`config.mk`:
```
export PLATFORM = sky130hd
export DESIGN_NAME = uart_receiver
export DESIGN_NICKNAME = d
export VERILOG_FILES = /design/src/rtl/uart_receiver.sv
export SDC_FILE = /design/constraint.sdc
export NUM_CORES = 1
export LEC_CHECK = 0
export CORE_AREA = 2 2 59 61
export CTS_BUF_LIST = sky130_fd_sc_hd__clkbuf_4 sky130_fd_sc_hd__clkbuf_8
export DETAILED_ROUTE_END_ITERATION = 10
export DIE_AREA = 0 0 61 63
export PLACE_DENSITY = 0.8
export SYNTH_ARGS = -nofsm -noshare
export SYNTH_HDL_FRONTEND = slang
export SYNTH_SLANG_ARGS = --single-unit
```
`constraint.sdc`:
```
create_clock -name Clock -period 1.65 [get_ports Clock]
set_input_delay 0.33 -clock Clock [delete_from_list [all_inputs] [get_ports Clock]]
set_output_delay 0.33 -clock Clock [all_outputs]
set_load 0.05 [all_outputs]
```
`src/rtl/uart_receiver.sv`:
```
// uart_receiver: receive half of the board UART.
// Recovers 8N1 frames (start, 8 data bits LSB first, stop) from the
// asynchronous SIn pin and presents each byte on a one-entry ready/valid
// output, giving one byte of buffering while the next frame arrives.
//
// Optional feature macro: UART_RX_FRAME_CHECK_EN
//   defined   - a stop sample of 0 is a framing error and the byte is dropped
//   undefined - the stop-bit value is ignored, every frame completes
//
// Output handshake: DataOut/DataOutValid are registered. A transfer happens
// on every rising edge where DataOutValid and DataOutReady are both 1. Once
// DataOutValid rises it stays high and DataOut stays stable until that
// transfer. Valid never depends combinationally on Ready.
//
// fsm_state is a debug view of the receive FSM
// (0 IDLE, 1 START, 2 DATA, 3 STOP).

module uart_receiver #(
    parameter int ClockFreq = 50_000_000,
    parameter int BaudRate  = 115_200
) (
    input  logic       Clock,
    input  logic       Reset,
    input  logic       SIn,
    output logic [7:0] DataOut,
    output logic       DataOutValid,
    input  logic       DataOutReady,
    output logic       Overrun,
    output logic [1:0] fsm_state
);

    localparam int SymbolEdgeTime = ClockFreq / BaudRate;
    localparam int SampleTime     = SymbolEdgeTime / 2;
    localparam int CntWidth       = $clog2(SymbolEdgeTime);

    // The start check fires on the edge where the counter would step to
    // SampleTime-1. Counting from the IDLE->START edge, that lands the
    // start sample SampleTime edges after sin_s2 first shows the 0, and
    // every later sample a whole symbol further on, i.e. mid-bit.
    // Requires SampleTime >= 2 (at least 4 clocks per bit).
    localparam logic [CntWidth-1:0] START_LAST = CntWidth'(SampleTime - 2);
    localparam logic [CntWidth-1:0] BIT_LAST   = CntWidth'(SymbolEdgeTime - 1);
    localparam logic [CntWidth-1:0] CNT_ONE    = CntWidth'(1);

    typedef enum logic [1:0] {
        IDLE  = 2'd0,
        START = 2'd1,
        DATA  = 2'd2,
        STOP  = 2'd3
    } state_t;

    state_t              state;
    logic                sin_s1;
    logic                sin_s2;
    logic [CntWidth-1:0] cnt;
    logic [2:0]          bit_idx;
    logic [7:0]          shift;
    logic                handshake;
    logic                stop_ok;

    assign handshake = DataOutValid & DataOutReady;
    assign fsm_state = state;

`ifdef UART_RX_FRAME_CHECK_EN
    // A low stop bit means the frame was not properly terminated.
    assign stop_ok = sin_s2;
`else
    // The stop-bit value is not inspected; every frame is accepted.
    assign stop_ok = 1'b1;
`endif

    // Two-flop synchronizer for the asynchronous serial line (idle high).
    always_ff @(posedge Clock or posedge Reset) begin
        if (Reset) begin
            sin_s1 <= 1'b1;
            sin_s2 <= 1'b1;
        end else begin
            sin_s1 <= SIn;
            sin_s2 <= sin_s1;
        end
    end

    // Frame FSM with bit timing, shift register and registered output slot.
    always_ff @(posedge Clock or posedge Reset) begin
        if (Reset) begin
            state        <= IDLE;
            cnt          <= '0;
            bit_idx      <= '0;
            shift        <= '0;
            DataOut      <= 8'h00;
            DataOutValid <= 1'b0;
            Overrun      <= 1'b0;
        end else begin
            Overrun <= 1'b0;

            // A consumed byte frees the slot; a frame completing in the
            // same cycle overrides this below and refills it.
            if (handshake) begin
                DataOutValid <= 1'b0;
            end

            case (state)
                IDLE: begin
                    if (!sin_s2) begin
                        state <= START;
                        cnt   <= '0;
                    end
                end

                START: begin
                    if (cnt == START_LAST) begin
                        cnt     <= '0;
                        bit_idx <= '0;
                        // A line already back high mid start-bit is a glitch.
                        if (sin_s2) begin
                            state <= IDLE;
                        end else begin
                            state <= DATA;
                        end
                    end else begin
                        cnt <= cnt + CNT_ONE;
                    end
                end

                DATA: begin
                    if (cnt == BIT_LAST) begin
                        cnt   <= '0;
                        // LSB arrives first, so shift right from the top.
                        shift <= {sin_s2, shift[7:1]};
                        if (bit_idx == 3'd7) begin
                            state <= STOP;
                        end else begin
                            bit_idx <= bit_idx + 3'd1;
                        end
                    end else begin
                        cnt <= cnt + CNT_ONE;
                    end
                end

                STOP: begin
                    if (cnt == BIT_LAST) begin
                        cnt   <= '0;
                        state <= IDLE;
                        if (stop_ok) begin
                            if (!DataOutValid || handshake) begin
                                DataOut      <= shift;
                                DataOutValid <= 1'b1;
                            end else begin
                                // Slot still occupied: drop the new byte.
                                Overrun <= 1'b1;
                            end
                        end
                    end else begin
                        cnt <= cnt + CNT_ONE;
                    end
                end

                default: begin
                    state <= IDLE;
                end
            endcase
        end
    end

endmodule

```
==> load_flow_metrics.sql, run 1 <==
INSERT INTO impl_metrics (metric_group, metric, value, unit) VALUES
('global_routing', 'grt_pass1_vias', '1245', ''),
('hold_path', 'hold_class', 'in2async', ''),
('global_routing', 'grt_pass1_wl', '5713', 'um'),
('synth', 'syn_area_per_cell', '11.52', 'um^2'),
('global_routing', 'grt_start_max_net_pins', '27', ''),
('synth', 'synth.ff_latch_count', '34', ''),
('detailed_routing', 'drt_iter0_drc', '73', ''),
('floorplan', 'die_area', '3843', 'um^2'),
('worst_setup_path', 'cpMaxStageDelayCell', 'sky130_fd_sc_hd__dfrtp_1', ''),
('placement', 'placed_area', '1987', 'um^2'),
('worst_setup_path', 'critical_path.cell_chain', 'inv_1 -> ha_1 -> and4b_2 -> nand2_4 -> nor3b_4 -> buf_6 -> mux2_4', ''),
('cts', 'cts_hold_buffers', '0', ''),
('floorplan', 'chipWidth', '61', 'um'),
('timing', 'fin_worst_hold_slack', '302.7', 'ps'),
('cells_and_area', 'finalInstanceArea', '2198', 'um^2'),
('synth', 'synth_ff_type', 'sky130_fd_sc_hd__dfrtp_1', ''),
('placement', 'globalplace.congestion', '0.8877', ''),
('timing', 'finalSetupTns', '-662.0', 'ps'),
('cts', 'cts_tree', 'built', ''),
('detailed_routing', 'post_drt_via_cell_ratio', '5.199', ''),
('power_and_ir_drop', 'ir_worst_vdd', '797.4', 'uV'),
('timing', 'finalHoldViolations', '0', ''),
('placement', 'placement.io_buffers', '15', ''),
('floorplan', 'core-area', '3232', 'um^2'),
('flow_run', 'timing.max_cap.violations', '0', ''),
('floorplan', 'placementRows', '21', ''),
('timing', 'worst_slack', '-67.26', 'ps'),
('cts', 'clock_sinks', '34', ''),
('synth', 'netlist_instances', '139', ''),
('global_routing', 'grtUsageTotal', '0.2009', ''),
('detailed_routing', 'drt-total-wl', '3310', 'um'),
('synth', 'synth_warnings', '0', ''),
('cts', 'tritoncts.num_buffers', '5', ''),
('cells_and_area', 'postLayoutCoreUtil', '0.6802', ''),
('worst_setup_path', 'crit_family', 'simple AND/OR/NAND/NOR gates', ''),
('cts', 'clock_slew_seen_by_the_registers_of_the_worst_setup_and_hold_paths', '100', 'ps'),
('synth', 'mappedNetlistNets', '147', ''),
('detailed_routing', 'wl_per_cell', '14.33', 'um'),
('timing', 'rsz0062_at_grt', 'yes', ''),
('detailed_routing', 'dr_total_vias', '1201', ''),
('placement', 'place_ws', '-134.0', 'ps'),
('synth', 'synth.cell_area', '1602', 'um^2'),
('detailed_routing', 'drcViolationCount', '0', ''),
('synth', 'synth-async-reset-ratio', '1.000', ''),
('timing', 'finalSetupViolCount', '14', ''),
('power_and_ir_drop', 'finalPower', '1.661', 'mW'),
('timing', 'finClkSkew', '11.78', 'ps'),
('worst_setup_path', 'worst_ep_required_time', '1880', 'ps'),
('synth', 'synth_edf_count', '0', ''),
('floorplan', 'die_height', '63', 'um'),
('worst_setup_path', 'biggest_fanout_along_the_worst_timing_path', '8', ''),
('cts', 'htree_levels', '2', ''),
('status', 'outcome', 'finished with violations', ''),
('floorplan', 'pin_count', '16', ''),
('timing', 'worst_slew_margin_rel', '0.7643', ''),
('power_and_ir_drop', 'power_density', '755.5', 'nW/um^2'),
('worst_setup_path', 'worst_ep_arrival_time', '1950', 'ps'),
('status', 'failing_checks', 'negative setup slack', ''),
('global_routing', 'initial_antenna_violation_count', '0', ''),
('synth', 'netlist-cell-type-count', '32', ''),
('placement', 'detailed_place_hpwl', '2342', 'um'),
('worst_setup_path', 'critical_path.endpoint_type', 'flop', ''),
('detailed_routing', 'ant_nets', '0', ''),
('cells_and_area', 'layout_commonest_cell', 'sky130_fd_sc_hd__buf_4', ''),
('detailed_routing', 'first_pass_iters', '4', ''),
('placement', 'post-place-cells', '219', ''),
('cells_and_area', 'final_cells', '231', ''),
('cells_and_area', 'antennaDiodeCount', '0', ''),
('timing', 'layout_worst_path_cycle_share', '1.041', ''),
('synth', 'synth-seq-area-share', '0.5328', ''),
('timing', 'timing.final.crit_period', '1717', 'ps');
==> metal layers <==
metal  routed length (um)  vias up  track usage
met3                  110       11      0.06211
met5                    0        -            0
met2                 1603       22       0.3105
met4                   96        0      0.08152
li1                     -      586            -
met1                 1500      582       0.2574
==> final cells by class <==
type / instances / area [um^2]
sequential: 34 / 857.1
timing repair buffer: 41 / 360.3
inverter: 4 / 15.01
tap: 46 / 57.56
clock buffer: 6 / 51.30
multi-input combinational: 98 / 797.0
clock inverter: 2 / 60.06
fill: 240 / 1033
==> cell families (layout without fill, tap and decap cells) <==
logic type | count (synthesis) | count (layout) | synth area share
AND/OR/NAND/NOR | 48 | 48 | 0.1703
flip-flops | 34 | 34 | 0.5328
AO/OA/AOI/OAI | 24 | 24 | 0.1000
multiplexers | 20 | 20 | 0.1375
buffers and inverters | 7 | 53 | 0.01718
adder cells (fa/ha/maj) | 4 | 4 | 0.03125
XOR/XNOR | 2 | 2 | 0.01094
==> worst register-to-register path: stages, from the launching register on <==
cell	delay (ps)
sky130_fd_sc_hd__dfrtp_1	400
sky130_fd_sc_hd__inv_1	60
sky130_fd_sc_hd__ha_1	130
sky130_fd_sc_hd__and4b_2	260
sky130_fd_sc_hd__nand2_4	80
sky130_fd_sc_hd__nor3b_4	200
sky130_fd_sc_hd__buf_6	180
sky130_fd_sc_hd__mux2_4	310
==> what timing repair did <==
item / CTS / global route
endpoints found under the setup margin: 26 / 30
hold endpoints to repair: 0 / 0
pin swaps: 4 / 3
resized for setup: 11 / 10
buffers inserted: 3 / 1
==> report_power, final <==
| part | total (mW) | switching [mW] | internal, mW |
|---|---|---|---|
| sequential | 0.839 | 0.00181 | 0.837 |
| clock | 0.795 | 0.282 | 0.513 |
| combinational | 0.0269 | 0.0171 | 0.00982 |
| total | 1.66 | 0.301 | 1.36 |
==> path summary, 6_finish.rpt <==
check                       start          to  slack, ps  cells after the start
hold reg to reg            sin_s1      sin_s2        360                      0
min in group Clock         sin_s1      sin_s2        360                      0
setup reg to reg           cnt[1]  DataOut[1]        -70                      7
setup / recovery           cnt[1]  DataOut[1]        -70                      7
hold / removal              Reset      cnt[4]        300                      3
max in group asynchronous   Reset      sin_s2        960                      3
==> registers in the layout, summed over array words and instances, names as in the netlist, named ones only <==
register / flops
cnt: 9
DataOut: 8
shift: 8
bit_idx: 3
DataOutValid: 1
Overrun: 1
fsm_state: 1
sin_s1: 1
sin_s2: 1
==> synthesized netlist by cell type (2+ instances only) <==
library cell               number  share of area
sky130_fd_sc_hd__dfstp_2        2          0.033
sky130_fd_sc_hd__dfrtp_1       32           0.50
sky130_fd_sc_hd__nand2b_1       2         0.0078
sky130_fd_sc_hd__mux2_2        16           0.11
sky130_fd_sc_hd__nand3_1        4          0.013
sky130_fd_sc_hd__mux2i_1        4          0.025
sky130_fd_sc_hd__ha_1           4          0.031
sky130_fd_sc_hd__nor3_1         6          0.019
sky130_fd_sc_hd__xnor2_1        2          0.011
sky130_fd_sc_hd__nor2_1         4         0.0094
sky130_fd_sc_hd__o211ai_1       2         0.0094
sky130_fd_sc_hd__o21ai_0       11          0.034
sky130_fd_sc_hd__inv_1          4         0.0094
sky130_fd_sc_hd__a21oi_1        2         0.0063
sky130_fd_sc_hd__nand2_1       22          0.052
sky130_fd_sc_hd__and4bb_2       2          0.016
sky130_fd_sc_hd__o22ai_1        3          0.012
sky130_fd_sc_hd__clkbuf_1       2         0.0047
sky130_fd_sc_hd__o21a_1         2         0.0094
No activity file was read; power rests on OpenSTA's default activity.
==> inputs of run 2 (changes only) <==
--- a/config.mk
+++ b/config.mk
@@ -10,6 +10,7 @@
 export DETAILED_ROUTE_END_ITERATION = 10
 export DIE_AREA = 0 0 61 63
 export PLACE_DENSITY = 0.8
+export SLEW_MARGIN = 25
 export SYNTH_ARGS = -nofsm -noshare
 export SYNTH_HDL_FRONTEND = slang
 export SYNTH_SLANG_ARGS = --single-unit
==> results of run 2 <==
No change in the layout: final DEF, timing and power equal those of run 1.
==> inputs of run 3 (changes only) <==
--- a/config.mk
+++ b/config.mk
@@ -10,6 +10,7 @@
 export DETAILED_ROUTE_END_ITERATION = 10
 export DIE_AREA = 0 0 61 63
 export PLACE_DENSITY = 0.8
+export SETUP_SLACK_MARGIN = 0.1
 export SLEW_MARGIN = 25
 export SYNTH_ARGS = -nofsm -noshare
 export SYNTH_HDL_FRONTEND = slang
==> load_flow_metrics.sql, run 3 (synthesis results as in run 1) <==
INSERT INTO impl_metrics (metric_group, metric, value, unit) VALUES
('cells_and_area', 'layout-drive-gt1-share', '0.4153', ''),
('floorplan', 'chipWidth', '61', 'um'),
('worst_setup_path', 'cp.buffers_inverters', '2', ''),
('worst_setup_path', 'startpoint_type', 'flop', ''),
('timing', 'final-max-slew-violation-count', '0', ''),
('detailed_routing', 'ant_nets', '0', ''),
('worst_setup_path', 'path_class', 'reg2reg', ''),
('placement', 'detailed_place_hpwl', '2308', 'um'),
('global_routing', 'groute.layer.met3.usage', '0.06832', ''),
('cells_and_area', 'largest_register_ff_count', '9', ''),
('detailed_routing', 'drcViolationCount', '0', ''),
('timing', 'finalHoldViolations', '0', ''),
('cells_and_area', 'layout_commonest_cell', 'sky130_fd_sc_hd__dfrtp_1', ''),
('worst_setup_path', 'worst_ep_arrival_time', '1990', 'ps'),
('cts', 'worstSkewPairLatency', '350', 'ps'),
('power_and_ir_drop', 'ir_worst_vdd', '452.4', 'uV'),
('timing', 'maxClockFrequency', '0.5698', 'GHz'),
('hold_path', 'hold_class', 'in2async', ''),
('cts', 'htree_levels', '2', ''),
('cells_and_area', 'fin_nets', '190', ''),
('global_routing', 'initial_antenna_violation_count', '0', ''),
('cells_and_area', 'biggestRegsByFlops', 'cnt: 9 flops, DataOut: 8 flops, shift: 8 flops', ''),
('global_routing', 'grt_util_met1', '0.2439', ''),
('floorplan', 'pin_count', '16', ''),
('timing', 'worst_slack', '-104.9', 'ps'),
('worst_setup_path', 'worst_ep_required_time', '1890', 'ps'),
('timing', 'worst_slew_pin_slew', '488.2', 'ps'),
('floorplan', 'die_area', '3843', 'um^2'),
('cts', 'cts_hold_buffers', '0', ''),
('cts', 'cts_root_buffer', 'sky130_fd_sc_hd__clkbuf_4', ''),
('status', 'outcome', 'finished with violations', ''),
('global_routing', 'grt_pass1_vias', '1222', ''),
('timing', 'finalSetupTns', '-987.3', 'ps'),
('timing', 'timing.final.crit_period', '1755', 'ps'),
('timing', 'worst_slew_margin_rel', '0.6742', ''),
('cts', 'clock_sinks', '34', ''),
('global_routing', 'grtUsageTotal', '0.1992', ''),
('worst_setup_path', 'crit_family', 'simple AND/OR/NAND/NOR gates', ''),
('timing', 'layout_worst_path_cycle_share', '1.064', ''),
('worst_setup_path', 'critical_path.endpoint_type', 'flop', ''),
('floorplan', 'core-area', '3232', 'um^2'),
('timing', 'fin_worst_hold_slack', '282.2', 'ps'),
('detailed_routing', 'drt_iter0_drc', '54', ''),
('power_and_ir_drop', 'power_density', '764.9', 'nW/um^2'),
('cts', 'cts_tree', 'built', ''),
('floorplan', 'die_height', '63', 'um'),
('worst_setup_path', 'critical_path.cell_chain', 'inv_1 -> ha_1 -> and4b_2 -> nand2_4 -> nor3b_4 -> buf_12 -> mux2_2', ''),
('worst_setup_path', 'biggest_fanout_along_the_worst_timing_path', '8', ''),
('detailed_routing', 'dr_total_vias', '1252', ''),
('placement', 'placement.io_buffers', '15', ''),
('worst_setup_path', 'crit_path_max_incr_delay', '400', 'ps'),
('global_routing', 'global_route_met2_utilization', '0.3306', ''),
('cells_and_area', 'highest_count_cells_in_the_layout_ignoring_fill_and_taps', '30 x sky130_fd_sc_hd__dfrtp_1, 29 x sky130_fd_sc_hd__buf_4, 22 x sky130_fd_sc_hd__nand2_1', ''),
('detailed_routing', 'wl_per_cell', '16.37', 'um'),
('detailed_routing', 'post_drt_via_cell_ratio', '5.467', ''),
('cts', 'clock_path_buffers', '2', ''),
('floorplan', 'placementRows', '21', ''),
('flow_run', 'timing.max_cap.violations', '0', ''),
('timing', 'rsz0062_at_grt', 'yes', ''),
('placement', 'globalplace.congestion', '0.8740', ''),
('status', 'failing_checks', 'negative setup slack', ''),
('detailed_routing', 'first_pass_iters', '4', ''),
('global_routing', 'grt_pass1_wl', '5651', 'um'),
('worst_setup_path', 'cpMaxStageDelayCell', 'sky130_fd_sc_hd__dfrtp_1', ''),
('cells_and_area', 'regMostFlops', 'cnt', ''),
('detailed_routing', 'drt-total-wl', '3748', 'um'),
('power_and_ir_drop', 'power_leakage', '1.083', 'nW'),
('floorplan', 'initial_utilization', '0.4955', ''),
('timing', 'finClkSkew', '11.95', 'ps'),
('global_routing', 'top_usage_layer', 'met2', ''),
('cells_and_area', 'antennaDiodeCount', '0', ''),
('timing', 'finalSetupViolCount', '19', ''),
('cts', 'tritoncts.num_buffers', '5', ''),
('cells_and_area', 'area.growth.synth_to_final', '36.87', '%'),
('global_routing', 'grt_start_max_net_pins', '25', ''),
('global_routing', 'globalRouteOverflowTotal', '0', ''),
('cts', 'clock_slew_seen_by_the_registers_of_the_worst_setup_and_hold_paths', '110', 'ps');
==> run 3: cell types whose count changed in the layout (fill, tap and decap cells not counted), sizes merged <==
| cell | change |
|---|---|
| buf | -2 |
==> run 3: worst paths after layout <==
check                      slack, ps   start    endpoint  cells after the start
max in group asynchronous        860   Reset      cnt[2]                      3
max                             -100  cnt[1]  DataOut[5]                      7
max reg2reg                     -100  cnt[1]  DataOut[5]                      7
min                              280   Reset  bit_idx[0]                      2
min in group Clock               360  sin_s1      sin_s2                      0
min reg2reg                      360  sin_s1      sin_s2                      0
==> run 3: layout make-up <==
type | instances | area [um^2]
Sequential cell | 34 | 855.8
Tap cell | 46 | 57.56
Clock buffer | 6 | 51.30
Timing Repair Buffer | 39 | 370.4
Inverter | 4 | 15.01
Multi-Input combinational cell | 98 | 782.0
Fill cell | 216 | 1040
Clock inverter | 2 | 60.06
==> run 3: timing repair <==
item / 4_1_cts / 5_1_grt
endpoints found under the setup margin: 30 / 30
pin swaps: 3 / 1
buffers inserted: 3 / 3
gates resized for setup: 4 / 12
hold endpoints to repair: 0 / 0
==> run 3: metrics by stage <==
| step | total power, mW | instance area [um^2] | util | cells | setup WS (ps) |
|---|---|---|---|---|---|
| final | 1.677 | 2192 | 0.6783 | 229 | -104.9 |
| after global routing | 1.722 | 2192 | 0.6783 | 229 | -142.2 |
| after CTS | 1.684 | 2137 | 0.6612 | 226 | -122.9 |
| after detailed placement | 0.8854 | 1984 | 0.6140 | 215 | -144.5 |
| after global placement | 0.8837 | 1984 | 0.6140 | 215 | -83.21 |
| after floorplan | 0.8671 | 1625 | - | 139 | -90.04 |
==> run 3: per-layer routing <==
| layer | part of all wire | routed length, um |
|---|---|---|
| met5 | 0 | 0 |
| met4 | 0.0061 | 23 |
| met3 | 0.047 | 176 |
| met2 | 0.54 | 2013 |
| met1 | 0.41 | 1533 |
==> run 3: power by group <==
group / switching (mW) / internal, mW
Combinational: 0.0181 / 0.0114
Sequential: 0.00206 / 0.837
Clock: 0.295 / 0.513
Total: 0.315 / 1.36
